--- src/rtl/ad_ip_jesd204_tpl_dac_start_ctrl.sv ---
// JESD204 TPL DAC start/stop sequencer (link_clk domain).
// Arms on a software request, waits for the selected trigger, then issues a
// one-cycle dac_sync and opens data_enable. It also tracks underflow and
// timeout status while running.
module ad_ip_jesd204_tpl_dac_start_ctrl #(
  parameter int unsigned TIMEOUT_WIDTH   = 16,
  parameter int unsigned UNF_COUNT_WIDTH = 16
) (
  input  logic                       link_clk,
  input  logic                       link_resetn,
  input  logic                       ctrl_arm,
  input  logic                       ctrl_disarm,
  input  logic                       ctrl_clear,
  input  logic [1:0]                 ctrl_mode,
  input  logic [TIMEOUT_WIDTH-1:0]   ctrl_timeout,
  input  logic                       link_ready,
  input  logic                       dac_external_sync,
  input  logic                       dac_dunf,
  output logic                       dac_sync,
  output logic                       data_enable,
  output logic [1:0]                 status_state,
  output logic                       status_timeout,
  output logic                       status_unf,
  output logic [UNF_COUNT_WIDTH-1:0] status_unf_count
);

  localparam logic [1:0] StIdle  = 2'd0;
  localparam logic [1:0] StArmed = 2'd1;
  localparam logic [1:0] StRun   = 2'd2;

  localparam logic [1:0] ModeSync = 2'd1;
  localparam logic [1:0] ModeLink = 2'd2;

  logic [1:0]                 state_q, state_d;
  logic [1:0]                 mode_q, mode_d;
  logic                       sync_r, sync_rr;
  logic                       sync_edge;
  logic [TIMEOUT_WIDTH-1:0]   cnt_q, cnt_d;
  logic                       dac_sync_q, dac_sync_d;
  logic                       timeout_q, timeout_d;
  logic                       unf_q, unf_d;
  logic [UNF_COUNT_WIDTH-1:0] unf_cnt_q, unf_cnt_d;
  logic                       trigger;
  logic                       expired;
  logic                       mode_q_waits;
  logic                       ctrl_mode_waits;

  assign sync_edge = sync_r & ~sync_rr;

  // Modes 1 and 2 wait for a trigger and follow link loss; 0 and 3 start at once.
  assign mode_q_waits    = (mode_q == ModeSync) || (mode_q == ModeLink);
  assign ctrl_mode_waits = (ctrl_mode == ModeSync) || (ctrl_mode == ModeLink);

  assign trigger = (mode_q == ModeSync) ? (sync_edge & link_ready) :
                   (mode_q == ModeLink) ? link_ready : 1'b0;

  assign expired = (ctrl_timeout != '0) &&
                   (cnt_q == ctrl_timeout - TIMEOUT_WIDTH'(1));

  // Next-state logic for the sequencer and its arm timeout counter.
  always_comb begin
    state_d    = state_q;
    mode_d     = mode_q;
    cnt_d      = cnt_q;
    dac_sync_d = 1'b0;
    timeout_d  = timeout_q;

    if (ctrl_disarm) begin
      state_d = StIdle;
    end else begin
      case (state_q)
        StIdle: begin
          if (ctrl_arm) begin
            mode_d = ctrl_mode;
            if (ctrl_mode_waits) begin
              state_d = StArmed;
              cnt_d   = '0;
            end else begin
              state_d    = StRun;
              dac_sync_d = 1'b1;
            end
          end
        end
        StArmed: begin
          // A trigger landing on the expiry cycle still starts the run.
          if (trigger) begin
            state_d    = StRun;
            dac_sync_d = 1'b1;
          end else if (expired) begin
            state_d   = StIdle;
            timeout_d = 1'b1;
          end else begin
            cnt_d = cnt_q + TIMEOUT_WIDTH'(1);
          end
        end
        StRun: begin
          if (!link_ready && mode_q_waits) begin
            state_d = StArmed;
            cnt_d   = '0;
          end
        end
        default: state_d = StIdle;
      endcase
    end

    if (ctrl_clear) begin
      timeout_d = 1'b0;
    end
  end

  // Underflow accounting while running; clear takes precedence over a count.
  always_comb begin
    unf_d     = unf_q;
    unf_cnt_d = unf_cnt_q;
    if (ctrl_clear) begin
      unf_d     = 1'b0;
      unf_cnt_d = '0;
    end else if ((state_q == StRun) && dac_dunf) begin
      unf_d = 1'b1;
      if (unf_cnt_q != '1) begin
        unf_cnt_d = unf_cnt_q + UNF_COUNT_WIDTH'(1);
      end
    end
  end

  // State registers with synchronous active-low reset.
  always_ff @(posedge link_clk) begin
    if (!link_resetn) begin
      state_q    <= StIdle;
      mode_q     <= 2'd0;
      sync_r     <= 1'b0;
      sync_rr    <= 1'b0;
      cnt_q      <= '0;
      dac_sync_q <= 1'b0;
      timeout_q  <= 1'b0;
      unf_q      <= 1'b0;
      unf_cnt_q  <= '0;
    end else begin
      state_q    <= state_d;
      mode_q     <= mode_d;
      sync_r     <= dac_external_sync;
      sync_rr    <= sync_r;
      cnt_q      <= cnt_d;
      dac_sync_q <= dac_sync_d;
      timeout_q  <= timeout_d;
      unf_q      <= unf_d;
      unf_cnt_q  <= unf_cnt_d;
    end
  end

  assign dac_sync         = dac_sync_q;
  assign data_enable      = (state_q == StRun);
  assign status_state     = state_q;
  assign status_timeout   = timeout_q;
  assign status_unf       = unf_q;
  assign status_unf_count = unf_cnt_q;

endmodule
--- config.mk ---
export PLATFORM = sky130hd
export DESIGN_NAME = ad_ip_jesd204_tpl_dac_start_ctrl
export DESIGN_NICKNAME = d
export VERILOG_FILES = /design/src/rtl/ad_ip_jesd204_tpl_dac_start_ctrl.sv
export SDC_FILE = /design/constraint.sdc
export NUM_CORES = 1
export LEC_CHECK = 0
export BUFFER_PORTS_ARGS = -buffer_cell sky130_fd_sc_hd__buf_2
export CORE_MARGIN = 1
export CORE_UTILIZATION = 45
export CTS_CLUSTER_SIZE = 25
export DETAILED_ROUTE_END_ITERATION = 7
export PLACE_DENSITY = 0.73
export REMOVE_ABC_BUFFERS = 1
export SYNTH_ARGS = -nofsm -noshare
export SYNTH_HDL_FRONTEND = slang
export SYNTH_SLANG_ARGS = --single-unit
--- constraint.sdc ---
create_clock -name link_clk -period 3.1 [get_ports link_clk]
set_clock_uncertainty 0.15 [all_clocks]
set_input_delay 0.155 -clock link_clk [delete_from_list [all_inputs] [get_ports link_clk]]
set_output_delay 0.155 -clock link_clk [all_outputs]
set_load 0.05 [all_outputs]
==> impl_metrics.tcl, run 1 <==
set metrics [dict create \
    status "completed" \
    path_class "in -> reg" \
    synthToLayoutAreaGrowth_pct 14.8 \
    required_ns 3.14 \
    hold_class "in -> reg" \
    clock_path_buffers 2 \
    worst-r2r-setup-slack_ns 0.59 \
    yosys.area.top_type "dfxtp_1" \
    clk_pin_slew_worst_paths_ns 0.08 \
    internal_power_uw 743 \
    syn_avg_cell_area_um2 8.29 \
    cts.sinks 41 \
    grt_max_degree 19 \
    swShare 0.273 \
    fillers 535 \
    min-delay-start "ctrl_arm" \
    ys_top_cells_by_count "dfxtp_1, nor2_1, nand2_1" \
    synth_area_leaders "dfxtp_1, xnor2_1, xor2_1" \
    clkLatencyLatePin_ns 0.29 \
    fp-row-count 27 \
    rr_worst_depth 7 \
    syn_inst 324 \
    dp_slack_ns 0.137 \
    relSlewSlack 0.544 \
    syn_area_um2 2690 \
    ios 48 \
    antenna_left 0 \
    rsz0062_at_grt "no" \
    slew_violations 0 \
    dp_hpwl_mm 4.86 \
    numCtsBuffers 5 \
    via_per_inst 5.89 \
    period_needed_ns 2.68 \
    fin_setup_tns_ns 0 \
    synth_ff_type "dfxtp_1" \
    grt_pass1_wl_mm 11.1 \
    ys_seq_area_frac 0.305 \
    power_switching_uw 279 \
    final_hold_viol_count 0 \
    critical_path.max_fanout 15 \
    holdWs_ns 0.0653 \
    start_util 0.476 \
    clock.fmax_mhz 373 \
    end_kind "flop" \
    grtUsageTotal 0.220 \
    avgRoutedWirePerCell_um 14.6 \
    grt_pass1_vias 2478 \
    max-cap-violations 0 \
    drc 0 \
    ys_ff_latch 41 \
    tritoncts "done" \
    gr-total-overflow 0 \
    dieHeight_um 79.3 \
    drive_gt1_frac 0.204 \
    p_comb_frac 0.159 \
    p_leak_uw 0.00116 \
    antenna_found_initial 0 \
    power_frac_clock 0.313 \
    critical_path_arrival_ns 2.72 \
    async_flop_share 0 \
    synth.distinct_cells 61 \
    ys_warn_count 0 \
    portBuffers 47 \
    sequentialPowerShare 0.528 \
    die_area_um2 6290 \
    min_to "status_state[1]" \
    setup_viol 0 \
    power_density_nw_per_um2 332 \
    synth_enable_flop_cells 0 \
    die_w_um 79.3 \
    finalNetCount 405 \
    synth_top_area_share 0.305 \
    drtPass1Iterations 4 \
    final_core_util 0.547 \
    core_area_um2 5640 \
    wl_mm 6.47 \
    cp-start-kind "input port" \
    ir_drop_mv 0.274 \
    setup_ws_ns 0.417 \
    gp_congestion 0.842 \
    r2r_end "cnt_q[12]" \
    yosysMostFrequentCell "dfxtp_1" \
    worstMarginPinSlew_ns 0.684 \
    diodes 0 \
    vias 2615 \
    cts-root-buf "clkbuf_8" \
    post-route-period-util 0.865 \
    cts_max_level 2 \
    drtIter0Drc 104 \
    hold-path-cell-count 3 \
    reg2reg_from "cnt_q[9]" \
]
[power by group through the flow]
stage	combinational, uW	clock [uW]	sequential [uW]
floorplan	87.7	0	559
global placement	154	0	552
detailed placement	157	0	552
CTS	162	329	540
global route	179	354	541
finish	163	320	540
[critical path, stage by stage]
cell,delay [ns]
buf_2,0.13
inv_1,0.08
ha_1,0.25
or3b_4,0.43
or3_1,0.40
o31ai_2,0.27
nand3_2,0.16
nor4_4,0.32
buf_4,0.25
nor3_1,0.07
o211a_1,0.20
[registers in the layout, indices dropped and copies added, names as in the netlist]
signal / count
cnt_q: 16
dac_sync: 1
mode_q: 2
status_state: 2
status_timeout: 1
status_unf: 1
status_unf_count: 16
sync_r: 1
sync_rr: 1
[placed cells by master (no fill, tap or decap), drive strengths merged, types with 6 or more instances in the layout]
cell    instances
or4            12
xnor2          18
o31ai           8
buf            54
nor3           14
nor4            6
and3            8
nand3          14
inv            10
nor2b           6
o211ai          6
or3             9
xor2           15
dfxtp          41
a21oi          16
nor2           28
nand2          20
ha              6
o21ai          12
nand4          13
[routing by layer]
metal,global-route usage,vias up,share of wire
li1,-,1292,-
met1,0.276,1253,0.46
met2,0.386,61,0.48
met3,0.0391,9,0.039
met4,0.0582,0,0.011
met5,0,-,0
[cell families after synthesis]
| family | Yosys count | share of synthesized area |
|---|---|---|
| AOI/OAI and AO/OA | 63 | 0.171 |
| xor gates and xnor gates | 33 | 0.108 |
| adders and majority gates | 6 | 0.0279 |
| buffers and inverters | 26 | 0.0489 |
| DFF | 41 | 0.305 |
| muxes | 2 | 0.00791 |
| and+or+nand+nor | 153 | 0.331 |
[layout make-up]
type | instances | area, um^2 | area share
Sequential cell | 41 | 821 | 0.266
Clock buffer | 5 | 68.8 | 0.0223
Clock inverter | 1 | 5.00 | 0.00162
Tap cell | 72 | 90.1 | 0.0292
Inverter | 10 | 37.5 | 0.0122
Timing Repair Buffer | 58 | 328 | 0.106
Multi-Input combinational cell | 257 | 1740 | 0.562
[through the flow]
| stage | instances | power [uW] | cell area [um^2] |
|---|---|---|---|
| floorplan | 308 | 646 | 2590 |
| global route | 444 | 1070 | 3090 |
| finish | 444 | 1020 | 3090 |
| global placement | 434 | 706 | 2970 |
| CTS | 444 | 1030 | 3090 |
| detailed placement | 434 | 709 | 2970 |
[what timing repair did]
action	CTS	global route
hold endpoints to repair	4	0
setup endpoints to repair	0	0
hold buffers	4	0
buffers inserted	0	0
gates resized for setup	0	0
[worst max path at each step]
stage | end | depth (start not counted) | from | slack, ns
after floorplan | status_unf_count[13] | 5 | status_state[1] | 0.05
after global placement | cnt_q[12] | 11 | ctrl_timeout[0] | 0.20
after detailed placement | cnt_q[12] | 11 | ctrl_timeout[0] | 0.14
after CTS | cnt_q[12] | 11 | ctrl_timeout[0] | 0.43
after global routing | cnt_q[12] | 11 | ctrl_timeout[0] | 0.29
final | cnt_q[12] | 11 | ctrl_timeout[0] | 0.42
Note: power is estimated with default switching activity, not from simulation.
==> run 2: changes to the inputs <==
CELL_PAD_IN_SITES_DETAIL_PLACEMENT = 1   (was not set)
CELL_PAD_IN_SITES_GLOBAL_PLACEMENT = 1   (was not set)
CORE_UTILIZATION = 42   (was 45)
PLACE_DENSITY = 0.87   (was 0.73)
==> run 2 against run 1 <==
- highest routed layer unchanged
- cell count is 1.4% higher
- setup slack worse by 0.060 ns
- largest cell class unchanged
- count of clock-buffer cells in the layout is 2 higher
- hold slack worse by 0.018 ns
- maximum frequency is 2.2% lower
- sequential share of layout area is 0.18 points lower
==> impl_metrics.tcl, run 2 (synthesized netlist as in run 1, its figures left out) <==
set metrics [dict create \
    clock.fmax_mhz 365 \
    r2r_end "cnt_q[7]" \
    fin_setup_tns_ns 0 \
    clk_pin_slew_worst_paths_ns 0.09 \
    worstMarginPinSlew_ns 0.748 \
    numCtsBuffers 5 \
    end_kind "flop" \
    slew_violations 0 \
    rr_worst_depth 10 \
    dp_hpwl_mm 5.77 \
    gp_congestion 0.852 \
    final_cell_mix "buf_2, dfxtp_1, nor2_1" \
    seqCellArea_um2 821 \
    vias 2685 \
    sequentialPowerShare 0.512 \
    max-cap-violations 0 \
    critical_path.max_fanout 12 \
    die_w_um 82.0 \
    via_per_inst 5.97 \
    hold-path-cell-count 3 \
    required_ns 3.18 \
    worst-r2r-setup-slack_ns 0.36 \
    period_needed_ns 2.74 \
    hold_class "in -> reg" \
    drtPass1Iterations 4 \
    drtIter0Drc 73 \
    power_frac_clock 0.326 \
    relSlewSlack 0.494 \
    p_leak_uw 0.00116 \
    final_common_cell "buf_2" \
    drive_gt1_frac 0.205 \
    grt_pass1_vias 2738 \
    grt_max_degree 20 \
    critical_path_arrival_ns 2.83 \
    core_area_um2 6060 \
    cts-root-buf "clkbuf_8" \
    swShare 0.284 \
    synthToLayoutAreaGrowth_pct 15.6 \
    cp-startpoint "mode_q[1]" \
    reg2reg_from "mode_q[1]" \
    antenna_found_initial 0 \
    internal_power_uw 755 \
    rsz0062_at_grt "no" \
    min_to "status_state[1]" \
    fp-row-count 28 \
    critPathMaxStageDelay_ns 0.53 \
    fillers 767 \
    avgRoutedWirePerCell_um 17.0 \
    die_area_um2 6720 \
    dieHeight_um 82.0 \
    tritoncts "done" \
    cts_max_level 2 \
    power_switching_uw 300 \
    clkLatencyLatePin_ns 0.30 \
    cts.sinks 41 \
    multi_input_area_um2 1740 \
    finalNetCount 406 \
    final_hold_viol_count 0 \
    cp-start-kind "flop" \
    ios 48 \
    slowest_stage "or4_1" \
    path_cells "inv_1, ha_1, nand2b_1, a21boi_0, o21ai_0, nand2_1, o21ai_0, buf_4, or4_1, nand2_1" \
    post-route-period-util 0.885 \
    diodes 0 \
    wl_mm 7.67 \
    setup_viol 0 \
    power_density_nw_per_um2 340 \
    gr-total-overflow 0 \
    min-delay-start "ctrl_arm" \
    grtUsageTotal 0.247 \
    finalNonFillerCells 450 \
    cts.repair.resized 0 \
    clock_path_buffers 2 \
    final_core_util 0.513 \
    grt_pass1_wl_mm 12.7 \
    place_inst 438 \
    ir_drop_mv 0.247 \
    drc 0 \
    portBuffers 47 \
    status "completed" \
    p_comb_frac 0.162 \
    path_class "reg -> reg" \
    start_util 0.443 \
    antenna_left 0 \
]
run 2: changes by cell type in the layout (fill, tap and decap cells not counted), sizes merged:
cell      change
buf           +1
clkinv        -1
clkinvlp      +1
clkbuf        +2
run 2: stage by stage:
stage,worst slack (ns),total power [uW],hold WS [ns],area (um^2)
2_1_floorplan,0.0512,646,0.127,2590
5_1_grt,0.201,1110,0.0556,3110
4_1_cts,0.383,1060,0.0432,3110
3_5_place_dp,0.0906,715,0.218,2980
3_3_place_gp,0.201,708,0.212,2980
6_report,0.357,1050,0.0477,3110
run 2: how the worst max path moves through the flow:
stage                                       to  slack [ns]  cells past startpoint
after global placement               cnt_q[12]        0.20                     11
after floorplan           status_unf_count[13]        0.05                      5
final                                 cnt_q[7]        0.36                     10
after CTS                            cnt_q[12]        0.38                     11
after detailed placement             cnt_q[12]        0.09                     11
after global routing                  cnt_q[3]        0.20                     10
run 2: routing by layer:
metal	track usage	part of all wire	vias up
li1	-	-	1297
met1	0.295	0.45	1302
met2	0.445	0.50	70
met3	0.0378	0.036	16
met4	0.0825	0.019	0
met5	0	0	-
run 2: repair_timing:
item	in CTS	in global routing
buffers inserted	0	0
hold endpoints to repair	4	0
hold buffers	4	0
run 2: cell type report:
type,count,share of cell area
sequential,41,0.264
multi-input combinational,257,0.559
clock buffer,7,0.0246
clock inverter,1,0.00242
tap,75,0.0302
inverter,10,0.0121
timing repair buffer,59,0.108
run 2: power by group through the flow:
stage	Sequential [uW]	Combinational [uW]	Clock, uW
after global placement	552	156	0
after floorplan	559	87.7	0
after CTS	540	168	352
final	540	170	344
after detailed placement	552	162	0
after global routing	541	185	380
run 2: critical path: cells and delay by family (launching register included):
family                     cells  cell delay [ns]
and+or+nand+nor                4             0.90
AOI/OAI and AO/OA              3             0.80
DFF                            1             0.34
adders and majority gates      1             0.19
buffers and inverters          2             0.29
==> run 3: changes to the inputs <==
clock period = 2.7 ns   (was 3.1 ns; I/O delays follow)
==> run 3 against run 2 <==
- highest routed layer unchanged
- die area unchanged
- hold slack worse by 0.046 ns
- register-to-register slack worse by 0.21 ns
- sequential cell count unchanged
- setup slack worse by 0.23 ns
- critical path depth up 2
- first-iteration DRC count up 12%
- cell count up 3.6%
- critical path type is now in -> reg
- wire length up 1.9%
- clock power up 22%
- sequential share of layout area down 1.2 points
- via count up 1.4%
==> impl_metrics.tcl, run 3 (synthesized netlist as in run 1, its figures left out) <==
set metrics [dict create \
    status "completed" \
    drt-met1-wl_mm 3.47 \
    start_util 0.443 \
    clk_pin_slew_worst_paths_ns 0.08 \
    ir_drop_mv 0.244 \
    clock_path_buffers 2 \
    wl_mm 7.82 \
    clock.fmax_mhz 389 \
    dp_hpwl_mm 5.98 \
    highest_layer "met4" \
    cp_top_family "simple AND/OR/NAND/NOR gates" \
    period_needed_ns 2.57 \
    reg2reg_from "cnt_q[9]" \
    required_ns 2.71 \
    cts-root-buf "clkbuf_8" \
    fp-row-count 28 \
    critical_path.max_fanout 6 \
    hold_class "in -> reg" \
    final_common_cell "buf_2" \
    crit_top_cell "buf_4" \
    cp-start-kind "input port" \
    p_leak_uw 0.00126 \
    portBuffers 47 \
    setup_ws_ns 0.128 \
    die_area_um2 6720 \
    critPathMaxStageDelay_ns 0.40 \
    max-cap-violations 0 \
    rsz0062_at_grt "no" \
    setup_viol 0 \
    crit_buf_inv 4 \
    drc 0 \
    dieHeight_um 82.0 \
    numCtsBuffers 5 \
    grtUsageTotal 0.254 \
    worstMarginPinSlew_ns 0.675 \
    path_class "in -> reg" \
    core_area_um2 6060 \
    gp_congestion 0.867 \
    critical_path_arrival_ns 2.58 \
    diodes 0 \
    cts.sinks 41 \
    synthToLayoutAreaGrowth_pct 21.2 \
    slew_violations 0 \
    final_cell_mix "buf_2, dfxtp_1, nor2_1" \
    clkLatencyLatePin_ns 0.30 \
    drtIter0Drc 82 \
    grt_pass1_vias 2716 \
    cts_max_level 2 \
    end_kind "flop" \
    tritoncts "done" \
    final_core_util 0.538 \
    antenna_left 0 \
    slowest_stage "nor4_4" \
    cp-startpoint "ctrl_timeout[1]" \
    finalNetCount 423 \
    via_per_inst 5.84 \
    min-delay-start "ctrl_arm" \
    grt_pass1_wl_mm 12.9 \
    die_w_um 82.0 \
    grt_max_degree 25 \
    path_cells "buf_2, inv_1, ha_1, or3b_4, buf_4, nor4_1, xnor2_1, nand3_2, nor4_4, buf_4, o22a_1, nor3_1" \
    fillers 760 \
    drtPass1Iterations 4 \
    ios 48 \
    avgRoutedWirePerCell_um 16.8 \
    vias 2723 \
    relSlewSlack 0.550 \
    power_density_nw_per_um2 383 \
    dp_slack_ns -0.186 \
    antenna_found_initial 0 \
    final_hold_viol_count 0 \
    gr-total-overflow 0 \
    cts_setup_buffers 0 \
    drive_gt1_frac 0.246 \
    post-route-period-util 0.952 \
    dr_wl_met3_um 282 \
    met2_length_mm 3.85 \
]
run 3: repair_timing:
action | 4_1_cts | 5_1_grt
hold endpoints to repair | 4 | 0
resized for setup | 0 | 2
setup endpoints to repair | 0 | 5
hold buffers | 4 | 0
run 3: per-layer routing:
layer	track usage	vias up
li1	-	1326
met2	0.449	64
met4	0.119	0
met3	0.0433	16
met1	0.295	1317
met5	0	-
run 3: metrics by stage:
| stage | power [uW] | TNS (ns) | hold WS (ns) | instance area, um^2 | cells |
|---|---|---|---|---|---|
| after floorplan | 742 | -5.16 | 0.107 | 2590 | 308 |
| after global placement | 827 | -0.169 | 0.191 | 3120 | 455 |
| after detailed placement | 834 | -1.94 | 0.207 | 3120 | 455 |
| after CTS | 1260 | 0 | 0.00585 | 3250 | 466 |
| after global routing | 1310 | 0 | 0.0599 | 3260 | 466 |
| final | 1250 | 0 | 0.00201 | 3260 | 466 |
run 3: layout make-up:
type / instances / area (um^2) / share of cell area
sequential: 41 / 821 / 0.252
clock inverter: 1 / 7.51 / 0.00230
timing repair buffer: 76 / 475 / 0.146
inverter: 10 / 37.5 / 0.0115
clock buffer: 6 / 82.6 / 0.0253
tap: 75 / 93.8 / 0.0288
multi-input combinational: 257 / 1740 / 0.534
run 3: final timing paths:
kind | endpoint | slack (ns) | depth (start not counted)
worst max register to register | status_state[0] | 0.15 | 7
worst min register to register | sync_rr | 0.32 | 1
worst max-delay path | status_state[0] | 0.13 | 12
worst min-delay path | status_state[1] | 0.002 | 3
run 3: power by group:
part / switching (uW) / internal, uW
clock network: 219 / 202
registers: 8.95 / 611
logic: 124 / 84.0
run 3: worst reg2reg max path: stages (launching register included):
cell	delay (ns)
dfxtp_1	0.47
xnor2_1	0.17
a2111oi_0	0.56
o2111ai_2	0.28
nor4_4	0.38
buf_4	0.21
o22a_1	0.13
nor3_1	0.06
